==> src/rtl/load_store_unit_pkg.sv <==
`default_nettype none
// ============================================================================
//  Module  : load_store_unit_pkg
//  Purpose : Shared FSM state encoding, RV32I funct3 width codes and small
//            request-classification helpers for the load/store unit.
//  Ports   : none (package)
//  Config  : LSU_MISALIGN_TRAP_EN (used by load_store_unit, not here)
//  Revision: 1.0  initial release
// ============================================================================
package load_store_unit_pkg;

  typedef enum logic [1:0] {
    LSU_IDLE   = 2'd0,
    LSU_ACCESS = 2'd1,
    LSU_WRITE  = 2'd2,
    LSU_RESP   = 2'd3
  } lsu_state_e;

  localparam logic [2:0] F3_B  = 3'b000;
  localparam logic [2:0] F3_H  = 3'b001;
  localparam logic [2:0] F3_W  = 3'b010;
  localparam logic [2:0] F3_BU = 3'b100;
  localparam logic [2:0] F3_HU = 3'b101;

  // Stores only have signed-less B/H/W encodings; loads also accept BU/HU.
  function automatic logic f3_legal(input logic we, input logic [2:0] f3);
    logic ok;
    ok = (f3 == F3_B) || (f3 == F3_H) || (f3 == F3_W);
    if (!we) begin
      ok = ok || (f3 == F3_BU) || (f3 == F3_HU);
    end
    return ok;
  endfunction

  function automatic logic is_misaligned(input logic [2:0] f3, input logic [1:0] off);
    return (((f3 == F3_H) || (f3 == F3_HU)) && off[0]) ||
           ((f3 == F3_W) && (off != 2'b00));
  endfunction

endpackage
`default_nettype wire

==> src/rtl/load_store_unit_align.sv <==
`default_nettype none
// ============================================================================
//  Module  : lsu_align
//  Purpose : Combinational lane logic. Extracts and sign/zero-extends a load
//            from a cache word, and merges a byte/half store into the word.
//  Ports   : word       in  32  word read from the cache
//            offset     in  2   byte address bits [1:0] (little-endian lane)
//            funct3     in  3   RV32I width/sign code
//            wdata      in  32  store data (low byte/half for SB/SH)
//            load_data  out 32  extended load result (0 for illegal codes)
//            store_word out 32  word to write back
//  Revision: 1.0  initial release
// ============================================================================
module lsu_align
  import load_store_unit_pkg::*;
(
  input  logic [31:0] word,
  input  logic [1:0]  offset,
  input  logic [2:0]  funct3,
  input  logic [31:0] wdata,
  output logic [31:0] load_data,
  output logic [31:0] store_word
);

  logic [7:0]  byte_sel;
  logic [15:0] half_sel;

  always_comb begin
    byte_sel = word[7:0];
    case (offset)
      2'd0: byte_sel = word[7:0];
      2'd1: byte_sel = word[15:8];
      2'd2: byte_sel = word[23:16];
      2'd3: byte_sel = word[31:24];
      default: byte_sel = word[7:0];
    endcase
    // Halfword lane ignores offset[0]; misaligned halves are trapped upstream
    // when the trap is enabled.
    half_sel = offset[1] ? word[31:16] : word[15:0];
  end

  always_comb begin
    load_data = 32'h0;
    case (funct3)
      F3_B:    load_data = {{24{byte_sel[7]}}, byte_sel};
      F3_BU:   load_data = {24'h0, byte_sel};
      F3_H:    load_data = {{16{half_sel[15]}}, half_sel};
      F3_HU:   load_data = {16'h0, half_sel};
      F3_W:    load_data = word;
      default: load_data = 32'h0;
    endcase
  end

  always_comb begin
    store_word = word;
    case (funct3)
      F3_B: begin
        case (offset)
          2'd0: store_word[7:0]   = wdata[7:0];
          2'd1: store_word[15:8]  = wdata[7:0];
          2'd2: store_word[23:16] = wdata[7:0];
          2'd3: store_word[31:24] = wdata[7:0];
          default: store_word = word;
        endcase
      end
      F3_H: begin
        if (offset[1]) store_word[31:16] = wdata[15:0];
        else           store_word[15:0]  = wdata[15:0];
      end
      F3_W:    store_word = wdata;
      default: store_word = word;
    endcase
  end

endmodule
`default_nettype wire

==> src/rtl/load_store_unit.sv <==
`default_nettype none
// ============================================================================
//  Module  : load_store_unit
//  Purpose : Memory-stage front end for a word-only data cache. Converts byte
//            addresses to word indices, extends load data and performs
//            read-modify-write for SB/SH.
//  Ports   : clk, rst             clock / synchronous active-high reset
//            req_valid/ready      request handshake
//            req_we, req_funct3   store flag, RV32I width/sign code
//            req_addr, req_wdata  byte address, store data
//            resp_valid           one-cycle completion pulse
//            resp_rdata           extended load data (0 for stores/drops)
//            resp_misalign        misaligned request dropped (macro only)
//            cache_address        word index to cache
//            cache_i_val          write word to cache
//            cache_op_type        0 read, 1 write
//            cache_o_val          read word (combinational in address)
//  Config  : LSU_MISALIGN_TRAP_EN - trap misaligned H/W requests and expose
//            resp_misalign; otherwise low address bits are ignored.
//  Revision: 1.0  initial release
// ============================================================================
module load_store_unit
  import load_store_unit_pkg::*;
#(
  parameter logic [31:0] CACHE_SIZE = 32'd1023,
  parameter logic [31:0] BASE_ADDR  = 32'h0
) (
  input  logic        clk,
  input  logic        rst,
  input  logic        req_valid,
  output logic        req_ready,
  input  logic        req_we,
  input  logic [2:0]  req_funct3,
  input  logic [31:0] req_addr,
  input  logic [31:0] req_wdata,
  output logic        resp_valid,
  output logic [31:0] resp_rdata,
`ifdef LSU_MISALIGN_TRAP_EN
  output logic        resp_misalign,
`endif
  output logic [31:0] cache_address,
  output logic [31:0] cache_i_val,
  output logic        cache_op_type,
  input  logic [31:0] cache_o_val
);

  lsu_state_e  state;
  logic        lat_we;
  logic [2:0]  lat_funct3;
  logic [1:0]  lat_off;
  logic [31:0] lat_wdata;
  logic        lat_bad;

  logic [31:0] rel_addr;
  logic [31:0] word_index;
  logic        req_bad;
  logic [31:0] load_data;
  logic [31:0] store_word;

  assign req_ready  = (state == LSU_IDLE);
  assign rel_addr   = req_addr - BASE_ADDR;
  assign word_index = {2'b00, rel_addr[31:2]};
  // Bad requests still walk through ACCESS but never write and return 0.
  assign req_bad    = (req_addr < BASE_ADDR) || (word_index > CACHE_SIZE) ||
                      !f3_legal(req_we, req_funct3);

  // Reset gates the write strobe in the same cycle so a write in flight
  // when reset arrives never reaches the cache.
  assign cache_op_type = (state == LSU_WRITE) & ~rst;

  lsu_align u_align (
    .word       (cache_o_val),
    .offset     (lat_off),
    .funct3     (lat_funct3),
    .wdata      (lat_wdata),
    .load_data  (load_data),
    .store_word (store_word)
  );

  always_ff @(posedge clk) begin
    if (rst) begin
      state         <= LSU_IDLE;
      lat_we        <= 1'b0;
      lat_funct3    <= 3'b000;
      lat_off       <= 2'b00;
      lat_wdata     <= 32'h0;
      lat_bad       <= 1'b0;
      resp_valid    <= 1'b0;
      resp_rdata    <= 32'h0;
      cache_address <= 32'h0;
      cache_i_val   <= 32'h0;
`ifdef LSU_MISALIGN_TRAP_EN
      resp_misalign <= 1'b0;
`endif
    end else begin
      case (state)
        LSU_IDLE: begin
          if (req_valid) begin
            lat_we        <= req_we;
            lat_funct3    <= req_funct3;
            lat_off       <= req_addr[1:0];
            lat_wdata     <= req_wdata;
            lat_bad       <= req_bad;
            cache_address <= word_index;
`ifdef LSU_MISALIGN_TRAP_EN
            if (is_misaligned(req_funct3, req_addr[1:0])) begin
              state         <= LSU_RESP;
              resp_valid    <= 1'b1;
              resp_rdata    <= 32'h0;
              resp_misalign <= 1'b1;
            end else begin
              state <= LSU_ACCESS;
            end
`else
            state <= LSU_ACCESS;
`endif
          end
        end

        LSU_ACCESS: begin
          if (lat_bad) begin
            state      <= LSU_RESP;
            resp_valid <= 1'b1;
            resp_rdata <= 32'h0;
          end else if (!lat_we) begin
            state      <= LSU_RESP;
            resp_valid <= 1'b1;
            resp_rdata <= load_data;
          end else begin
            // store_word already holds wdata for SW, or the merged lane for SB/SH.
            state       <= LSU_WRITE;
            cache_i_val <= store_word;
            resp_rdata  <= 32'h0;
          end
        end

        LSU_WRITE: begin
          state      <= LSU_RESP;
          resp_valid <= 1'b1;
        end

        LSU_RESP: begin
          state      <= LSU_IDLE;
          resp_valid <= 1'b0;
          resp_rdata <= 32'h0;
`ifdef LSU_MISALIGN_TRAP_EN
          resp_misalign <= 1'b0;
`endif
        end

        default: state <= LSU_IDLE;
      endcase
    end
  end

endmodule
`default_nettype wire

==> config.mk <==
export PLATFORM = sky130hd
export DESIGN_NAME = load_store_unit
export DESIGN_NICKNAME = d
export VERILOG_FILES = /design/src/rtl/load_store_unit_pkg.sv /design/src/rtl/load_store_unit_align.sv /design/src/rtl/load_store_unit.sv
export SDC_FILE = /design/constraint.sdc
export NUM_CORES = 1
export LEC_CHECK = 0
export BUFFER_PORTS_ARGS = -buffer_cell sky130_fd_sc_hd__buf_2
export CORE_MARGIN = 10
export CORE_UTILIZATION = 55
export CTS_CLUSTER_DIAMETER = 200
export DETAILED_ROUTE_END_ITERATION = 12
export PLACE_DENSITY = 0.85
export SETUP_SLACK_MARGIN = 0.02
export SYNTH_ARGS = -nofsm -noshare
export SYNTH_HDL_FRONTEND = slang
export SYNTH_SLANG_ARGS = --single-unit
export TNS_END_PERCENT = 50
==> constraint.sdc <==
create_clock -name clk -period 3.9 [get_ports clk]
set_clock_uncertainty 0.2 [all_clocks]
set_input_delay 0.195 -clock clk [delete_from_list [all_inputs] [get_ports clk]]
set_output_delay 0.195 -clock clk [all_outputs]
set_load 0.05 [all_outputs]
After elaboration in Yosys (flattened, before gate mapping)
Cells that the tools add are included.
- register bits: 136
- input bits: 103
- word-level logic and storage cells: 68
- magnitude comparators: 2
- equal/unequal tests: 16
- mux-type cells: 21
- bitwise gates (word level): 3
- reductions and logical operators: 16
- operators by type and width (operator ; count):
    32-bit case mux with 5 select lines ; 1
    32-bit case mux with 3 select lines ; 1
    32-bit two-way mux ; 2
    32-bit case mux with 2 select lines ; 1
    16-bit two-way mux ; 3
    32-bit by 1-bit less-than comparator with 1-bit output (second input constant) ; 1
    8-bit two-way mux ; 4
    8-bit case mux with 4 select lines ; 1
    30-bit by 10-bit > comparator with 1-bit output (second input constant) ; 1
    3-bit equality test (second input constant) ; 4
    2-bit equality test (second input constant) ; 4
    2-bit case mux with 4 select lines ; 1
    3-bit by 1-bit equality test with 1-bit output (second input constant) ; 2
    3-bit by 2-bit equality test with 1-bit output (second input constant) ; 2
    3-bit logical NOT ; 2
    1-bit logical OR ; 6
    1-bit two-way mux ; 5
    2-bit by 1-bit equality test with 1-bit output (second input constant) ; 2
    2-bit logical NOT ; 2
    2-bit AND reduction ; 2
    3-bit inequality test (second input constant) ; 1
    1-bit case mux with 3 select lines ; 1
    3-bit AND reduction ; 1
    3-bit nonzero test ; 1
    6 further kinds ; 7

Depth between registers and ports, before layout
Gate-level depths: netlist of the first run.
- depth in word-level cells: 8
- mapped depth: 9
- mapped depth without buffers: 7

Hierarchy
A second synthesis of the first run with hierarchy kept.
- cells, all modules: 813
- area, all modules: 6377.4 µm²
- by module, submodules not included (module ; instances ; cells an instance ; area an instance (µm²) ; seq. area each (µm²)):
    load_store_unit ; 1 ; 591 ; 4838.4 ; 2722.6
    lsu_align ; 1 ; 222 ; 1539.0 ; 0.0

Least setup slack after synthesis of the first run
Ideal clock, no wire load.
- path kind: register -> register
- start: reg state[0]
- end: reg cache_address[27]
- setup time: 0.070 ns
- data arrival time: 1.987 ns
- data required time: 3.630 ns
- slack: 1.643 ns
- stages on the path, launching flop included: 9
- path buffers: 3
- period minus slack after synthesis: 2.257 ns
- path through: dfxtp_1 inv_1 ha_1 and2_1 clkbuf_1 clkbuf_1 buf_2 nand2_1 a21oi_1
- cells in the longest elaborated chain, start to end: 2
- RTL lines (item ; RTL line ; text):
    start: declaration ; load_store_unit.sv:47 ; lsu_state_e state;
    start signal: assignment ; load_store_unit.sv:82 ; state <= LSU_IDLE;
    start signal: assignment ; load_store_unit.sv:115 ; state <= LSU_ACCESS;
    start signal: assignment ; load_store_unit.sv:122 ; state <= LSU_RESP;
    2-bit logical NOT ; n/a ;
    named net req_ready ; load_store_unit.sv:31 ; output logic req_ready,
    2-bit AND reduction (no source line) ; n/a ;
    end signal: assignment ; load_store_unit.sv:104 ; cache_address <= word_index;
    end: declaration ; load_store_unit.sv:41 ; output logic [31:0] cache_address,
The timed path passes the listed nets, and every way through them passes these cells.
A chain may end at the register's enable or synchronous reset.

Worst setup path in the final report of the first run
- start: reg lat_off[0]
- end: reg cache_i_val[4]
- cells in the longest elaborated chain, start to end: 3
- RTL lines (item ; RTL line ; text):
    start: declaration ; load_store_unit.sv:50 ; logic [1:0] lat_off;
    start signal: assignment ; load_store_unit.sv:101 ; lat_off <= req_addr[1:0];
    2-bit logical NOT ; load_store_unit_align.sv:58 ; case (offset)
    8-bit two-way mux ; load_store_unit_align.sv:58 ;
    32-bit case mux with 3 select lines ; load_store_unit_align.sv:56 ; case (funct3)
    end signal: assignment ; load_store_unit.sv:132 ; cache_i_val <= store_word;
    end: declaration ; load_store_unit.sv:42 ; output logic [31:0] cache_i_val,
No other way between the ends.

==> results.toml, run 1 <==
[status]
outcome = "finished, final reports clean"

[pwr]
vdd_drop_max_v = 0.000523
powerDensity_nw_per_um2 = 650
p_leak_nw = 3.81
total_power_mw = 5.82

[critical_path]
crit_required_ns = 3.97
regToRegSetupSlack_ns = 1.11
crit_fanout = 18
critPathLaunchType = "flop"
crit_type = "reg2reg"
r2r_start = "lat_off[0]"
crit_path_end_kind = "flop"
r2r_cells = 5
reg2reg_to = "cache_i_val[4]"
critPathArrivalTime_ns = 2.87

[logic_synthesis]
yosys-top-cells-area = "dfxtp_1 43%, nand2_1 11%, a21oi_1 8.7%"
synth_top_area_cell = "dfxtp_1"
synth_edf_count = 0
async_reset_ff_share_pct = 0
syn-cell-area_um2 = 6410
yosys_register_bits = 136
synth.top_cell.area_share_pct = 42.5
yosysSeqAreaShare_pct = 42.5
synthCells = 797
avgSynthCellArea_um2 = 8.04
synth_cell_types = 58
synth_warnings = 0
synth_ff_type = "dfxtp_1"

[job]
maxCapViolations = 0

[cells_and_area]
seqCellArea_um2 = 2720
nets = 1167
fill_cells = 764
multi_input_area_um2 = 3340
final_cell_mix = "198 x buf_2, 184 x nand2_1, 136 x dfxtp_1"
layout-drive-gt1-share_pct = 24.0
areaGrowthSynthToFinish_pct = 39.8
final_common_cell = "buf_2"

[timing]
worst_pin_slew_ns = 1.23
fin_crit_ns = 2.79
max_freq_mhz = 358
drv_slew = 0
rsz0062_at_grt = "false"
relSlewSlack_pct = 17.8
setup_tns_ns = 0
timing.final.hold_violations = 0
period_share_pct = 71.6
finalSetupViolCount = 0

[routing]
avgViaCountPerCell = 6.24
ant_nets = 0
routed_wl_um = 26500
drt-initial-drc-count = 987
wl_per_cell_um = 21.7
num_vias = 7588
firstDrtPassIters = 6
drcViolationCount = 0

[floorplan]
ios = 202
start_util_pct = 56.1
num_rows = 39
die_w_um = 128
die-area_um2 = 16400
dieHeight_um = 128
core_area_um2 = 11400

[grt]
grtUsageTotal_pct = 31.3
grt_max_degree = 77
grt_pass1_vias = 7418
grt_pass1_wl_um = 41200
overflow = 0
antenna_found_initial = 2

[clock_network]
insertion_delay_ns = 0.43
clk_pin_slew_ns = 0.06
clock_tree.buffer_depth = 2
cts_buffers = 17
cts.sinks = 136
htree_levels = 4
cts-root-buf = "clkbuf_16"
cts_tree = "built"

[placement]
globalplace.congestion = 1.02
dp_hpwl_um = 16100
io_buffers = 199

[worst_hold_path]
hp-start = "rst"
hold_class = "in2reg"
hold_depth = 2
worstHoldEndpoint = "state[1]"
## per-layer routing
layer	GRT usage, %	wire length [um]	vias up	part of all wire [%]
li1	-	-	3402	-
met1	36.1	9300	3485	35
met2	51.3	12500	588	47
met3	10.2	3340	113	13
met4	15.4	1280	0	4.8
met5	0	0	-	0
## cell usage after synthesis, types with 2 or more instances
cell	number
a2111oi_0	3
a211oi_1	11
a21boi_0	2
a21oi_1	111
a221o_1	18
a221oi_1	22
a22o_1	2
a22oi_1	9
a2bb2oi_1	2
a31oi_1	7
a32oi_1	2
and2_1	4
buf_1	3
buf_2	23
buf_4	11
clkbuf_1	32
dfxtp_1	136
ha_1	5
inv_1	5
mux2i_1	16
nand2_1	185
nand2b_1	11
nand3_1	6
nand3b_1	8
nor2_1	44
nor2b_1	2
nor3_1	16
nor4_1	5
nor4_4	2
o211ai_1	17
o21ai_0	24
o21bai_1	6
o22ai_1	11
o311a_1	6
o31ai_1	7
## timing repair
item	in CTS	in global routing
endpoints found under the hold margin	120	0
buffers inserted	0	0
hold buffers	101	0
resized for setup	0	0
## how the worst max path moves through the flow
stage | start | end | slack [ns]
after global placement | lat_off[0] | cache_i_val[4] | 1.27
after CTS | lat_off[0] | cache_i_val[4] | 1.19
final | lat_off[0] | cache_i_val[4] | 1.11
after detailed placement | lat_off[0] | cache_i_val[4] | 1.21
after floorplan | state[0] | cache_address[27] | 1.64
after global routing | lat_off[0] | cache_i_val[4] | 0.88
## cell families after synthesis
kind of cell / count (synthesis) / synth area share [%]
multiplexers: 18 / 2.91
AO/OA/AOI/OAI: 271 / 28.0
buffers and inverters: 75 / 5.49
other: 1 / 0.0585
flip-flops: 136 / 42.5
adder cells (fa/ha/maj): 5 / 0.977
AND/OR/NAND/NOR: 291 / 20.0
## sequential cells by signal, summed over array words and instances (netlist names)
signal         flops
cache_i_val       32
lat_wdata         32
resp_rdata        32
cache_address     30
lat_funct3         3
lat_off            2
state              2
lat_bad            1
lat_we             1
resp_valid         1
## worst max-delay path, stage by stage, from the launching register on
cell and delay, ns:
dfxtp_1 0.59, nor2b_1 1.02, o21ai_2 0.14, and2_1 0.28, a221oi_1 0.33, nor3_1 0.07
## report_power, final
group | switching [mW] | internal (mW) | leakage [nW] | total [mW]
registers | 0.243 | 1.66 | 1.11 | 1.91
logic | 1.63 | 0.656 | 2.42 | 2.28
clock network | 0.638 | 0.993 | 0.283 | 1.63
total | 2.51 | 3.31 | 3.81 | 5.82
## cell type report
class | count | share of cell area [%]
diodes | 2 | 0.0559
clock buffers | 22 | 5.29
clock inverters | 10 | 1.33
inverters | 6 | 0.251
multi-input cells | 587 | 37.3
flip-flops and latches | 136 | 30.4
well taps | 143 | 2.00
repair buffers | 311 | 23.4
## through the flow
stage                     hold slack, ns  area [um2]  std cells  utilization [%]  setup WS (ns)
after floorplan                    0.126        6410        798                -           1.64
after global placement             0.236        7350       1082             64.4           1.27
after detailed placement           0.243        7350       1082             64.4           1.21
after CTS                          0.137        8950       1215             78.4           1.19
after global routing               0.179        8960       1217             78.5          0.884
final                              0.146        8960       1217             78.5           1.11
No activity file was read; power rests on OpenSTA's default activity.
==> run 2, diff against run 1 <==
- CORE_UTILIZATION: 55 -> 51
- PLACE_DENSITY: 0.85 -> 0.8
- clock period: 3.9 -> 2.6 ns (I/O delays scaled with it)
==> run 2 against run 1 <==
Effect of this change: fmax increased by 22%; via count rose by 1.1%; critical endpoint is now cache_i_val[11]; register-to-register slack got worse by 0.80 ns; non-clock buffer count increased by 13.
==> results.toml, run 2 (synthesis gave the netlist of run 1 again) <==
[status]
outcome = "finished, final reports clean"

[placement]
globalplace.congestion = 0.963
io_buffers = 199
dp_hpwl_um = 16800

[floorplan]
core_area_um2 = 12200
dieHeight_um = 132
start_util_pct = 52.7
die_w_um = 132
num_rows = 40
ios = 202
die-area_um2 = 17400

[grt]
grtUsageTotal_pct = 30.5
grt_pass1_wl_um = 43000
grt_pass1_vias = 7635
grt_max_degree = 108
antenna_found_initial = 0
overflow = 0

[pwr]
p_leak_nw = 3.90
vdd_drop_max_v = 0.000631
powerDensity_nw_per_um2 = 976

[timing]
hold_ws_ns = 0.0673
finalSetupViolCount = 0
max_freq_mhz = 437
worst_pin_slew_ns = 0.588
period_share_pct = 88.1
setup_tns_ns = 0
fin_crit_ns = 2.29
drv_slew = 0
rsz0062_at_grt = "false"
timing.final.hold_violations = 0
relSlewSlack_pct = 59.8

[worst_hold_path]
hold_class = "in2reg"

[critical_path]
critPathLaunchType = "flop"
crit_fanout = 33
crit_required_ns = 2.74
critPathArrivalTime_ns = 2.43
crit_type = "reg2reg"
crit_path_end_kind = "flop"

[cells_and_area]
reg_top3 = "cache_i_val x32, lat_wdata x32, resp_rdata x32"
final_cell_mix = "198 x buf_2, 184 x nand2_1, 136 x dfxtp_1"
nets = 1180
diodes = 0
final_common_cell = "buf_2"
areaGrowthSynthToFinish_pct = 42.7
layout-drive-gt1-share_pct = 24.6

[routing]
avgViaCountPerCell = 6.12
ant_nets = 0
drcViolationCount = 0
num_vias = 7673
drt-initial-drc-count = 926
wl_per_cell_um = 22.1
firstDrtPassIters = 6
routed_wl_um = 27600

[clock_network]
cts_tree = "built"
insertion_delay_ns = 0.43
clk_pin_slew_ns = 0.06
cts.sinks = 136
cts_buffers = 17
clock_tree.buffer_depth = 2
htree_levels = 4
cts-root-buf = "clkbuf_16"
cts_post_setup_buffers_inserted = 0

[job]
maxCapViolations = 0
==> run 2: changes by cell type in the layout (fill, tap and decap cells not counted) <==
cell / delta
buf_4: +9
buf_12: +4
clkbuf_1: +3
clkinvlp_4: -2
diode_2: -2
bufinv_16: +1
clkinv_4: -1
inv_6: -1
==> run 2: worst paths after layout <==
check / from / endpoint / slack, ns / cells after the start
worst max-delay path: state[1] / cache_i_val[11] / 0.31 / 7
worst min-delay path: rst / lat_wdata[5] / 0.07 / 3
worst max register to register: state[1] / cache_i_val[11] / 0.31 / 7
worst min register to register: cache_address[27] / cache_address[27] / 0.25 / 2
==> run 2: layer usage <==
layer  vias up  global-route usage [%]  wire length, um
met2       629                    50.0            12800
li1       3417                       -                -
met3       121                    9.41             3390
met5         -                       0                0
met1      3506                    35.3            10100
met4         0                    15.1             1340
==> run 2: stage by stage <==
| step | setup slack, ns | power, mW | cell area (um2) | util, % | instances |
|---|---|---|---|---|---|
| 2_1_floorplan | 0.343 | 5.25 | 6410 | - | 798 |
| 3_3_place_gp | 0.491 | 6.13 | 7530 | 61.9 | 1120 |
| 3_5_place_dp | 0.414 | 6.17 | 7530 | 61.9 | 1120 |
| 4_1_cts | 0.368 | 8.75 | 9140 | 75.2 | 1253 |
| 5_1_grt | 0.162 | 9.25 | 9140 | 75.2 | 1253 |
| 6_report | 0.310 | 8.92 | 9140 | 75.2 | 1253 |
==> run 2: final cells by class <==
| type | count | area, um2 |
|---|---|---|
| Clock buffer | 25 | 485 |
| Timing Repair Buffer | 324 | 2240 |
| Tap cell | 168 | 210 |
| Clock inverter | 7 | 116 |
| Sequential cell | 136 | 2720 |
| Inverter | 6 | 22.5 |
| Multi-Input combinational cell | 587 | 3340 |
| Fill cell | 850 | 3020 |
==> run 2: what timing repair did <==
item	CTS	global route
resized for setup	0	0
endpoints found under the hold margin	130	0
hold buffers	101	0
==> run 2: worst max-delay path, cell delays in order (launching register included) <==
cell      delay, ns
dfxtp_1        0.40
inv_1          0.12
ha_1           0.26
and3b_1        0.20
buf_4          0.24
nand2b_1       0.39
o22ai_1        0.18
a211oi_1       0.22
==> run 2: power by group <==
part           switching [mW]  internal, mW
Clock                   0.908          1.58
Combinational            2.50          1.06
Sequential              0.377          2.50
